$ cat src/rtl/axis_frame_arbiter_if.sv
// AXI4-Stream video link: tuser marks start-of-frame, tlast marks end-of-line.
// The master drives payload and valid; the slave drives ready.
interface axis_frame_arbiter_if #(
   parameter int DSIZE = 24
);
   logic [DSIZE-1:0] tdata;
   logic             tvalid;
   logic             tready;
   logic             tuser;
   logic             tlast;

   modport master (output tdata, output tvalid, output tuser, output tlast, input tready);
   modport slave  (input tdata, input tvalid, input tuser, input tlast, output tready);
endinterface

$ cat src/rtl/axis_frame_arbiter.sv
// Frame-atomic round-robin arbiter sharing one AXIS video output between two sources.
// Grants switch only at frame boundaries; ungranted non-SOF data is flushed while idle.
//
// state   | meaning
// IDLE    | no owner; drop non-SOF beats, hold SOF at the head, pick the next owner
// GRANTED | sel owns the output; zero-latency pass-through until lines_tgt EOLs
module axis_frame_arbiter #(
   parameter int DSIZE = 24,
   parameter int LSIZE = 12
) (
   input  logic                  clock,
   input  logic                  rst_n,
   input  logic                  enable,
   input  logic [LSIZE-1:0]      vactive,
   axis_frame_arbiter_if.slave   s0,
   axis_frame_arbiter_if.slave   s1,
   axis_frame_arbiter_if.master  m,
   output logic [1:0]            grant,
   output logic                  busy,
   output logic                  frame_done,
   output logic                  sof_err,
   output logic [15:0]           frame_cnt
);

   typedef enum logic {
      IDLE    = 1'b0,
      GRANTED = 1'b1
   } state_t;

   state_t           state, state_nxt;
   logic             sel, sel_nxt;
   logic             last_grant, last_grant_nxt;
   logic             first_beat, first_beat_nxt;
   logic             run;
   logic [LSIZE-1:0] line_cnt, line_cnt_nxt;
   logic [LSIZE-1:0] lines_tgt, lines_tgt_nxt;
   logic             frame_done_nxt, sof_err_nxt;
   logic [15:0]      frame_cnt_nxt;

   logic             req0, req1;
   logic [DSIZE-1:0] sel_data;
   logic             sel_valid, sel_user, sel_last;
   logic             beat, mid_sof, last_line;
   logic [LSIZE-1:0] cnt_base;

   assign req0      = s0.tvalid & s0.tuser & enable;
   assign req1      = s1.tvalid & s1.tuser & enable;
   assign sel_data  = sel ? s1.tdata  : s0.tdata;
   assign sel_valid = sel ? s1.tvalid : s0.tvalid;
   assign sel_user  = sel ? s1.tuser  : s0.tuser;
   assign sel_last  = sel ? s1.tlast  : s0.tlast;
   assign beat      = (state == GRANTED) & sel_valid & m.tready;
   assign mid_sof   = beat & sel_user & ~first_beat;
   // A mid-frame SOF restarts the line count, so its own EOL counts as line one.
   assign cnt_base  = mid_sof ? '0 : line_cnt;
   assign last_line = (cnt_base == lines_tgt - LSIZE'(1));

   always_ff @(posedge clock or negedge rst_n) begin
      if (!rst_n) begin
         state      <= IDLE;
         sel        <= 1'b0;
         last_grant <= 1'b1;
         first_beat <= 1'b0;
         run        <= 1'b0;
         line_cnt   <= '0;
         lines_tgt  <= LSIZE'(1);
         frame_done <= 1'b0;
         sof_err    <= 1'b0;
         frame_cnt  <= '0;
      end else begin
         state      <= state_nxt;
         sel        <= sel_nxt;
         last_grant <= last_grant_nxt;
         first_beat <= first_beat_nxt;
         run        <= 1'b1;
         line_cnt   <= line_cnt_nxt;
         lines_tgt  <= lines_tgt_nxt;
         frame_done <= frame_done_nxt;
         sof_err    <= sof_err_nxt;
         frame_cnt  <= frame_cnt_nxt;
      end
   end

   always_comb begin
      state_nxt      = state;
      sel_nxt        = sel;
      last_grant_nxt = last_grant;
      first_beat_nxt = first_beat;
      line_cnt_nxt   = line_cnt;
      lines_tgt_nxt  = lines_tgt;
      frame_done_nxt = 1'b0;
      sof_err_nxt    = 1'b0;
      frame_cnt_nxt  = frame_cnt;
      case (state)
         IDLE: begin
            if (req0 | req1) begin
               state_nxt      = GRANTED;
               sel_nxt        = (req0 & req1) ? ~last_grant : req1;
               lines_tgt_nxt  = (vactive == '0) ? LSIZE'(1) : vactive;
               line_cnt_nxt   = '0;
               first_beat_nxt = 1'b1;
            end
         end
         GRANTED: begin
            if (beat) begin
               first_beat_nxt = 1'b0;
               sof_err_nxt    = mid_sof;
               line_cnt_nxt   = cnt_base;
               if (sel_last) begin
                  if (last_line) begin
                     state_nxt      = IDLE;
                     last_grant_nxt = sel;
                     line_cnt_nxt   = '0;
                     frame_done_nxt = 1'b1;
                     frame_cnt_nxt  = frame_cnt + 16'd1;
                  end else begin
                     line_cnt_nxt = cnt_base + LSIZE'(1);
                  end
               end
            end
         end
         default: state_nxt = IDLE;
      endcase
   end

   // Payload and valid are muxed by sel only, never by m.tready.
   always_comb begin
      grant     = 2'b00;
      busy      = 1'b0;
      m.tdata   = sel_data;
      m.tuser   = sel_user;
      m.tlast   = sel_last;
      m.tvalid  = 1'b0;
      s0.tready = 1'b0;
      s1.tready = 1'b0;
      if (state == GRANTED) begin
         busy     = 1'b1;
         grant    = sel ? 2'b10 : 2'b01;
         m.tvalid = sel_valid;
         if (sel) s1.tready = m.tready;
         else     s0.tready = m.tready;
      end else begin
         s0.tready = run & s0.tvalid & ~s0.tuser;
         s1.tready = run & s1.tvalid & ~s1.tuser;
      end
   end

endmodule

$ cat src/flat_wrapper.sv
// flat-port wrapper written by rule: the top's interface ports become plain ports
module axis_frame_arbiter_flat 
#(
   parameter int DSIZE = 24,
   parameter int LSIZE = 12
)
  (clock, rst_n, enable, vactive, grant, busy, frame_done, sof_err, frame_cnt, s0_tdata, s0_tvalid, s0_tuser, s0_tlast, s0_tready, s1_tdata, s1_tvalid, s1_tuser, s1_tlast, s1_tready, m_tdata, m_tvalid, m_tuser, m_tlast, m_tready);
  axis_frame_arbiter_if #(.DSIZE(DSIZE)) s0_i ();
  axis_frame_arbiter_if #(.DSIZE(DSIZE)) s1_i ();
  axis_frame_arbiter_if #(.DSIZE(DSIZE)) m_i ();
  input  logic clock;
  input  logic rst_n;
  input  logic enable;
  input  logic [LSIZE-1:0] vactive;
  output logic [1:0] grant;
  output logic busy;
  output logic frame_done;
  output logic sof_err;
  output logic [15:0] frame_cnt;
  input wire logic [$bits(s0_i.tdata)-1:0] s0_tdata;
  input wire logic [$bits(s0_i.tvalid)-1:0] s0_tvalid;
  input wire logic [$bits(s0_i.tuser)-1:0] s0_tuser;
  input wire logic [$bits(s0_i.tlast)-1:0] s0_tlast;
  output wire logic [$bits(s0_i.tready)-1:0] s0_tready;
  input wire logic [$bits(s1_i.tdata)-1:0] s1_tdata;
  input wire logic [$bits(s1_i.tvalid)-1:0] s1_tvalid;
  input wire logic [$bits(s1_i.tuser)-1:0] s1_tuser;
  input wire logic [$bits(s1_i.tlast)-1:0] s1_tlast;
  output wire logic [$bits(s1_i.tready)-1:0] s1_tready;
  output wire logic [$bits(m_i.tdata)-1:0] m_tdata;
  output wire logic [$bits(m_i.tvalid)-1:0] m_tvalid;
  output wire logic [$bits(m_i.tuser)-1:0] m_tuser;
  output wire logic [$bits(m_i.tlast)-1:0] m_tlast;
  input wire logic [$bits(m_i.tready)-1:0] m_tready;
  assign s0_i.tdata = s0_tdata;
  assign s0_i.tvalid = s0_tvalid;
  assign s0_i.tuser = s0_tuser;
  assign s0_i.tlast = s0_tlast;
  assign s0_tready = s0_i.tready;
  assign s1_i.tdata = s1_tdata;
  assign s1_i.tvalid = s1_tvalid;
  assign s1_i.tuser = s1_tuser;
  assign s1_i.tlast = s1_tlast;
  assign s1_tready = s1_i.tready;
  assign m_tdata = m_i.tdata;
  assign m_tvalid = m_i.tvalid;
  assign m_tuser = m_i.tuser;
  assign m_tlast = m_i.tlast;
  assign m_i.tready = m_tready;
  axis_frame_arbiter #(.DSIZE(DSIZE), .LSIZE(LSIZE)) u_core (.clock(clock), .rst_n(rst_n), .enable(enable), .vactive(vactive), .s0(s0_i), .s1(s1_i), .m(m_i), .grant(grant), .busy(busy), .frame_done(frame_done), .sof_err(sof_err), .frame_cnt(frame_cnt));
endmodule
$ cat config.mk
export PLATFORM = sky130hd
export DESIGN_NAME = axis_frame_arbiter_flat
export DESIGN_NICKNAME = d
export VERILOG_FILES = /design/src/rtl/axis_frame_arbiter_if.sv /design/src/rtl/axis_frame_arbiter.sv /design/src/flat_wrapper.sv
export SDC_FILE = /design/constraint.sdc
export NUM_CORES = 1
export LEC_CHECK = 0
export ABC_AREA = 1
export BUFFER_PORTS_ARGS = -buffer_cell sky130_fd_sc_hd__buf_2
export CAP_MARGIN = 20
export CORE_ASPECT_RATIO = 0.7
export CORE_MARGIN = 3
export CORE_UTILIZATION = 30
export DETAILED_ROUTE_END_ITERATION = 7
export GPL_TIMING_DRIVEN = 0
export SKIP_CTS_REPAIR_TIMING = 1
export SYNTH_ARGS = -nofsm -noshare
export SYNTH_HDL_FRONTEND = slang
export SYNTH_SLANG_ARGS = --single-unit
$ cat constraint.sdc
create_clock -name clock -period 5.8 [get_ports clock]
set_clock_uncertainty 0.05 [all_clocks]
set_input_delay 0.29 -clock clock [delete_from_list [all_inputs] [get_ports clock]]
set_output_delay 0.29 -clock clock [all_outputs]
set_load 0.01 [all_outputs]
==> results of run 1 <==
[area by class of cell]
type	instances	area share, %
sequential	47	25.5
buffer	18	2.22
clock inverter	3	0.595
multi-input combinational	485	46.3
timing repair buffer	121	13.5
inverter	61	4.95
clock buffer	5	2.71
tap	157	4.25
[through the flow]
step / setup WS (ns) / area (µm²) / hold WS [ns] / instances
6_report: 3.02 / 4620 / 0.152 / 897
2_1_floorplan: 3.55 / 3650 / -0.0556 / 611
4_1_cts: 3.04 / 4610 / -0.0923 / 896
3_3_place_gp: 3.05 / 4440 / 0.416 / 887
3_5_place_dp: 3.06 / 4460 / 0.229 / 888
5_1_grt: 2.73 / 4620 / 0.161 / 897
[Yosys cell counts (2+ instances only)]
master / instances
nor3_1: 4
nand4_1: 23
o21bai_1: 2
nor2_1: 52
xnor2_1: 4
nand3_1: 43
clkbuf_1: 11
nor4_1: 6
nand3_2: 2
ha_1: 2
dfrtp_1: 45
nor2_4: 2
xor2_1: 6
nand2_2: 2
o21ai_0: 28
dfstp_2: 2
inv_1: 60
a21oi_1: 3
buf_4: 3
buf_6: 3
nand2_1: 294
or2_2: 3
[flip-flops by register name, summed over array words and instances, names as in the netlist]
register / flops
u_core.frame_cnt: 16
u_core.line_cnt: 12
u_core.lines_tgt: 12
u_core.first_beat: 1
u_core.frame_done: 1
u_core.last_grant: 1
u_core.run: 1
u_core.sel: 1
u_core.sof_err: 1
u_core.state: 1
[routing by layer]
layer  up-vias  global-route usage, %
li1       2171                      -
met5         -                      0
met3         6                   3.71
met1      1888                   28.3
met2       134                   27.8
met4         0                   3.49
[power by group through the flow]
stage | registers (mW) | clock network [mW] | logic, mW
2_1_floorplan | 0.404 | 0 | 0.424
3_3_place_gp | 0.416 | 0 | 0.619
3_5_place_dp | 0.415 | 0 | 0.620
4_1_cts | 0.409 | 0.318 | 0.625
5_1_grt | 0.416 | 0.334 | 0.716
6_report | 0.411 | 0.316 | 0.626
[worst max-delay path: cells and delay by family, from the launching register on]
| kind | cells | cell delay, ns |
|---|---|---|
| simple gates | 13 | 1.47 |
| flops | 1 | 0.39 |
| fa+ha+maj | 1 | 0.16 |
| buf+inv | 3 | 0.59 |
[cell families (layout without fill, tap and decap cells)]
family | Yosys count | count (layout) | share of synthesized area (%)
adders and majority gates | 2 | 2 | 0.686
AOI/OAI and AO/OA | 37 | 37 | 5.42
buffers and inverters | 79 | 208 | 9.09
xor gates and xnor gates | 10 | 10 | 2.40
DFF | 47 | 47 | 32.3
other | 1 | 1 | 0.103
and+or+nand+nor | 435 | 435 | 50.0
[how the worst min path moves through the flow]
stage / startpoint / to / slack (ns) / depth (start not counted)
global placement: u_core.last_grant / u_core.last_grant / 0.42 / 2
CTS: rst_n / u_core.line_cnt[10] / -0.09 / 1
floorplan: rst_n / u_core.first_beat / -0.06 / 0
detailed placement: rst_n / u_core.line_cnt[10] / 0.23 / 1
finish: vactive[3] / u_core.lines_tgt[3] / 0.15 / 3
global route: vactive[7] / u_core.lines_tgt[7] / 0.16 / 3
==> results by group, run 1 <==
Floorplan
  – I/O pin total: 120
  – Die X: 138 µm
  – Initial Utilization: 30.9%
  – Die height: 98.3 µm
  – Num rows: 33
  – Die ar.: 13500 µm²
  – CORE AREA: 11800 µm²

Route
  – Routed vias: 4199
  – First-pass DRT Iterations: 5
  – DRC Markers: 0
  – Wl on met1: 6130 µm
  – DR top layer: met4
  – Antenna Nets Post-Route: 0
  – DR WL met2: 5220 µm
  – Initial drt markers: 232
  – Routed wire length: 12300 µm
  – Via density: 4.68
  – DR WL/cell: 13.7 µm
  – Met3 routed WL: 881 µm

CTS
  – Num CTS Buffers: 5
  – Clock transition at the registers of the reported paths: 0.08 ns
  – Worst-skew pair later-pin latency: 0.30 ns
  – CTS tree: yes
  – Clk buf depth: 2
  – Clock Root Buffer: clkbuf_16
  – CTS H-Tree Depth: 2
  – Clock sinks: 47

Pwr
  – Leakage power: 2.56 nW
  – Switch share: 44.9%
  – VDD IR max: 0.128 mV
  – Tot Pwr: 1.35 mW
  – Int Power: 745 µW
  – Pwr/cell area: 292 nW/µm²
  – Combinational Power Share: 46.3%
  – Sequential power share: 30.4%
  – NetSw: 607 µW
  – Clock Power Share: 23.3%

GRT
  – Total Routing Usage GR: 18.7%
  – Largest net degree at the start of global routing: 31
  – First-pass GRT wire length: 20100 µm
  – Vias in the first global route: 3929
  – GR Overflow Total: 0
  – Initial antenna violation count: 0

Yosys
  – Top cell type by total area after synthesis: dfrtp_1
  – Ys Warns: 0
  – Synth Flop Type: dfrtp_1
  – Sequential share of the synthesized area: 32.3%
  – Cells after Synth: 611
  – Seq cells post-synth: 47
  – Syn_nets: 683
  – Mapped Area: 3650 µm²
  – Netlist cell types: 33
  – Mapped Avg Cell Area: 5.97 µm²
  – Post-synth ARST share: 100%
  – Ranking of synthesized cells by area: dfrtp_1 31%, nand2_1 30%, inv_1 6.2%, nand3_1 5.9%, nor2_1 5.3%
  – Top cell type's share of synthesized area: 30.9%
  – Number of synthesized flops with an enable pin: 0

Timing
  – Max Clk Rate: 360 MHz
  – Final period util: 47.8%
  – Tmin final: 2.78 ns
  – Worst-Margin Slew: 0.578 ns
  – Endpoints failing hold: 0
  – Final Max Tran Viols: 0
  – Final setup violating endpoints: 0
  – Headroom to the max-slew limit: 61.5%
  – TNS Setup: 0 ns
  – RSZ-0062 raised after global routing: false

Critical path
  – Worst setup path end: u_core.frame_cnt[7]
  – CP Launch Point: u_core.lines_tgt[0]
  – CP Cell Sequence: inv_1, ha_1, clkbuf_1, nand2_1, nor2_1, nand2_1, nand2_1, nand2_1, nand2_1, nand2_1, nor2_1, nand3_1, nor2_4, buf_6, nand3_1, nand2_1, nand2_1
  – Crit path launch type: flip-flop
  – Req. time, crit path: 5.95 ns
  – R2r setup slk: 3.02 ns
  – R2r worst-path depth: 17
  – Most common cell on crit path: nand2_1
  – RR Startpoint: u_core.lines_tgt[0]
  – Critical Path Max Stage Delay: 0.39 ns
  – Setup crit end kind: flip-flop
  – RR Endpoint: u_core.frame_cnt[7]
  – Cell at the slowest stage of the critical path: dfstp_2
  – Setup CP Type: reg2reg
  – CP max FO: 10
  – Worst endpoint data arrival time: 2.92 ns

Cells and area
  – Reg area: 1180 µm²
  – Fill cells: 1292
  – Share of layout cells above drive strength 1: 20.3%
  – Area delta synth->final: 26.7%
  – Commonest non-fill, non-tap cells in the layout: 294 x nand2_1, 120 x buf_2, 60 x inv_1, 52 x nor2_1, 45 x dfrtp_1
  – Multi-input logic area: 2140 µm²
  – Antenna fix cells: 0
  – Post-layout util: 39.2%
  – Commonest non-fill, non-tap cell in the layout: nand2_1
  – Nets: 811

Job
  – Max Cap Viol: 0

Placed design
  – Gpl congestion: 0.886
  – HPWL Detailed: 9890 µm
  – Port Buffer Count: 119

Worst hold path
  – Worst min path class: in2reg

Status
  – Status: completed
(Power assumes the default switching activity.)
==> inputs of run 2 (changes only) <==
ABC_AREA = 0   (was 1)
clock period = 2.5 ns   (was 5.8 ns; I/O delays follow)
==> results by group, run 2 <==
Pwr
  – Combinational Power Share: 33.4%
  – Int Power: 1.85 mW
  – Leakage power: 2.09 nW
  – Switch share: 31.5%
  – NetSw: 849 µW
  – VDD IR max: 0.245 mV
  – Sequential power share: 34.2%
  – Clock Power Share: 32.4%
  – Pwr/cell area: 614 nW/µm²

Floorplan
  – I/O pin total: 120
  – CORE AREA: 9830 µm²
  – Die ar.: 11500 µm²
  – Num rows: 30
  – Die height: 90.6 µm
  – Die X: 127 µm
  – Initial Utilization: 31.2%

Critical path
  – Crit path launch type: flip-flop
  – Most common cell on crit path: buf_6
  – Cell at the slowest stage of the critical path: or4b_4
  – Worst Path Buf+Inv: 4
  – CP Cell Sequence: inv_4, ha_4, or4b_4, buf_6, o21a_1, or2_4, o32a_1, a211oi_4, buf_6, nand3_4, buf_12, mux2_4
  – R2r setup slk: -0.69 ns
  – CP max FO: 6
  – Worst endpoint data arrival time: 3.32 ns
  – Crit path max-delay family: simple AND/OR/NAND/NOR gates
  – Critical Path Max Stage Delay: 0.46 ns
  – Req. time, crit path: 2.63 ns
  – Setup CP Type: reg2reg
  – Setup crit end kind: flip-flop

GRT
  – Largest net degree at the start of global routing: 48
  – GR Overflow Total: 0
  – Vias in the first global route: 2887
  – First-pass GRT wire length: 15000 µm
  – Initial antenna violation count: 1
  – Total Routing Usage GR: 16.0%

Timing
  – Headroom to the max-slew limit: 34.0%
  – RSZ-0062 raised after global routing: true
  – Final period util: 128%
  – Worst-Margin Slew: 0.989 ns
  – Tmin final: 3.19 ns
  – Final setup violating endpoints: 31
  – Max Clk Rate: 313 MHz
  – Endpoints failing hold: 0
  – Final Max Tran Viols: 0
  – TNS Setup: -18.53 ns
  – PnR worst setup slack: -0.693 ns

CTS
  – Worst-skew pair later-pin latency: 0.29 ns
  – Num CTS Buffers: 5
  – CTS tree: yes
  – Clock sinks: 47
  – Clock Root Buffer: clkbuf_16
  – Clock transition at the registers of the reported paths: 0.07 ns
  – CTS H-Tree Depth: 2
  – Clk buf depth: 2

Yosys
  – Post-synth ARST share: 100%
  – Syn_nets: 387
  – Synth Flop Type: dfrtp_1
  – Top cell type's share of synthesized area: 36.7%
  – Most common cell in the netlist: dfrtp_1
  – Sequential share of the synthesized area: 38.4%
  – Ys Warns: 0
  – Mapped Avg Cell Area: 9.75 µm²
  – Mapped Area: 3070 µm²
  – Top cell type by total area after synthesis: dfrtp_1
  – Number of synthesized flops with an enable pin: 0
  – Netlist cell types: 54
  – Cells after Synth: 315
  – Ranking of synthesized cells by area: dfrtp_1 37%, mux2_2 13%, xnor2_1 3.7%, xor2_1 3.4%, nor2_1 3.1%
  – Commonest cells post-synth: 45 x dfrtp_1, 36 x mux2_2, 25 x nor2_1
  – Seq cells post-synth: 47

Cells and area
  – Multi-input logic area: 1960 µm²
  – Area delta synth->final: 43.0%
  – Max reg flops: 16
  – Commonest non-fill, non-tap cells in the layout: 119 x buf_2, 43 x dfrtp_1, 35 x mux2_2, 22 x nor2_1, 22 x nand2_1
  – Nets: 528
  – Top reg by flops: u_core.frame_cnt
  – Reg area: 1180 µm²
  – Fill cells: 939
  – Commonest non-fill, non-tap cell in the layout: buf_2
  – Regs by FF count: u_core.frame_cnt: 16 flops, u_core.line_cnt: 12 flops, u_core.lines_tgt: 12 flops
  – Share of layout cells above drive strength 1: 47.9%

Route
  – Antenna Nets Post-Route: 0
  – Routed wire length: 9640 µm
  – Routed vias: 2971
  – First-pass DRT Iterations: 4
  – Initial drt markers: 133
  – Via density: 5.07
  – DRC Markers: 0
  – DR WL/cell: 16.4 µm

Worst hold path
  – Worst min path class: in2reg

Placed design
  – HPWL Detailed: 7210 µm
  – Port Buffer Count: 119
  – Gpl congestion: 0.894
  – Setup WS pre-CTS: -1.05 ns

Status
  – Status: finished, violations left
  – Failing checks: negative setup slack

Job
  – Max Cap Viol: 0
==> run 2: cell count changes after synthesis, sizes merged, moves of 7 or more <==
cell,before,now
nor3,5,12
a21oi,4,11
nand3,45,19
mux2,0,36
xnor2,4,13
nor2,54,25
mux2i,0,8
o21ai,29,7
nand2,297,22
nand4,23,9
inv,61,11
==> run 2: stage by stage <==
step	total power, mW	instance area, µm²	util, %	std cells	hold slack [ns]
after floorplan	1.45	3110	-	315	-0.221
after global placement	1.70	3860	39.3	562	0.302
after detailed placement	1.73	3860	39.3	562	0.305
after CTS	2.61	4050	41.2	570	0.0130
after global routing	2.85	4390	44.6	586	0.0324
final	2.70	4390	44.6	586	0.0275
==> run 2: cell type report <==
| type | instances | share of cell area [%] |
|---|---|---|
| Antenna cell | 1 | 0.0570 |
| Multi-Input combinational cell | 241 | 44.6 |
| Clock inverter | 2 | 1.37 |
| Inverter | 12 | 1.17 |
| Timing Repair Buffer | 136 | 17.4 |
| Clock buffer | 6 | 2.94 |
| Buffer | 13 | 1.91 |
| Tap cell | 128 | 3.65 |
| Sequential cell | 47 | 26.9 |
==> run 2: cell families after synthesis <==
kind of cell             count (synthesis)  synth area share [%]
AND/OR/NAND/NOR                        121                  21.5
other                                    1                 0.122
AO/OA/AOI/OAI                           46                  11.2
buffers and inverters                   27                  3.50
adder cells (fa/ha/maj)                  2                 0.815
flip-flops                              47                  38.4
multiplexers                            44                  15.8
XOR/XNOR                                27                  8.60
==> run 2: path summary, 6_finish.rpt <==
check,from,endpoint,depth (start not counted)
worst min-delay path,vactive[9],u_core.lines_tgt[9],3
worst max-delay path,u_core.lines_tgt[0],u_core.frame_cnt[1],12
max in group asynchronous,rst_n,u_core.lines_tgt[0],3
worst min register to register,u_core.frame_cnt[8],u_core.frame_cnt[8],1
worst max register to register,u_core.lines_tgt[0],u_core.frame_cnt[1],12
min in group asynchronous,rst_n,u_core.frame_cnt[11],2
==> run 2: tightest hold or removal path, delay by kind of cell <==
kind | cells | cell delay [ns]
and+or+nand+nor | 1 | 0.05
buffers and inverters | 1 | 0.09
AOI/OAI and AO/OA | 1 | 0.06
==> run 2: power groups by stage <==
stage               logic, mW  clock network, mW  registers [mW]
floorplan               0.554                  0           0.897
global placement        0.790                  0           0.915
detailed placement      0.811                  0           0.920
CTS                     0.816              0.892           0.906
global route            0.993              0.922           0.932
finish                  0.902              0.873           0.921
==> run 2: routing by layer <==
metal  track usage (%)  wire (µm)  vias up
met5                 0          0        -
met4              4.82        198        0
met3              2.78        528       13
met2              26.2       4550       93
met1              21.6       4360     1434
li1                  -          -     1431
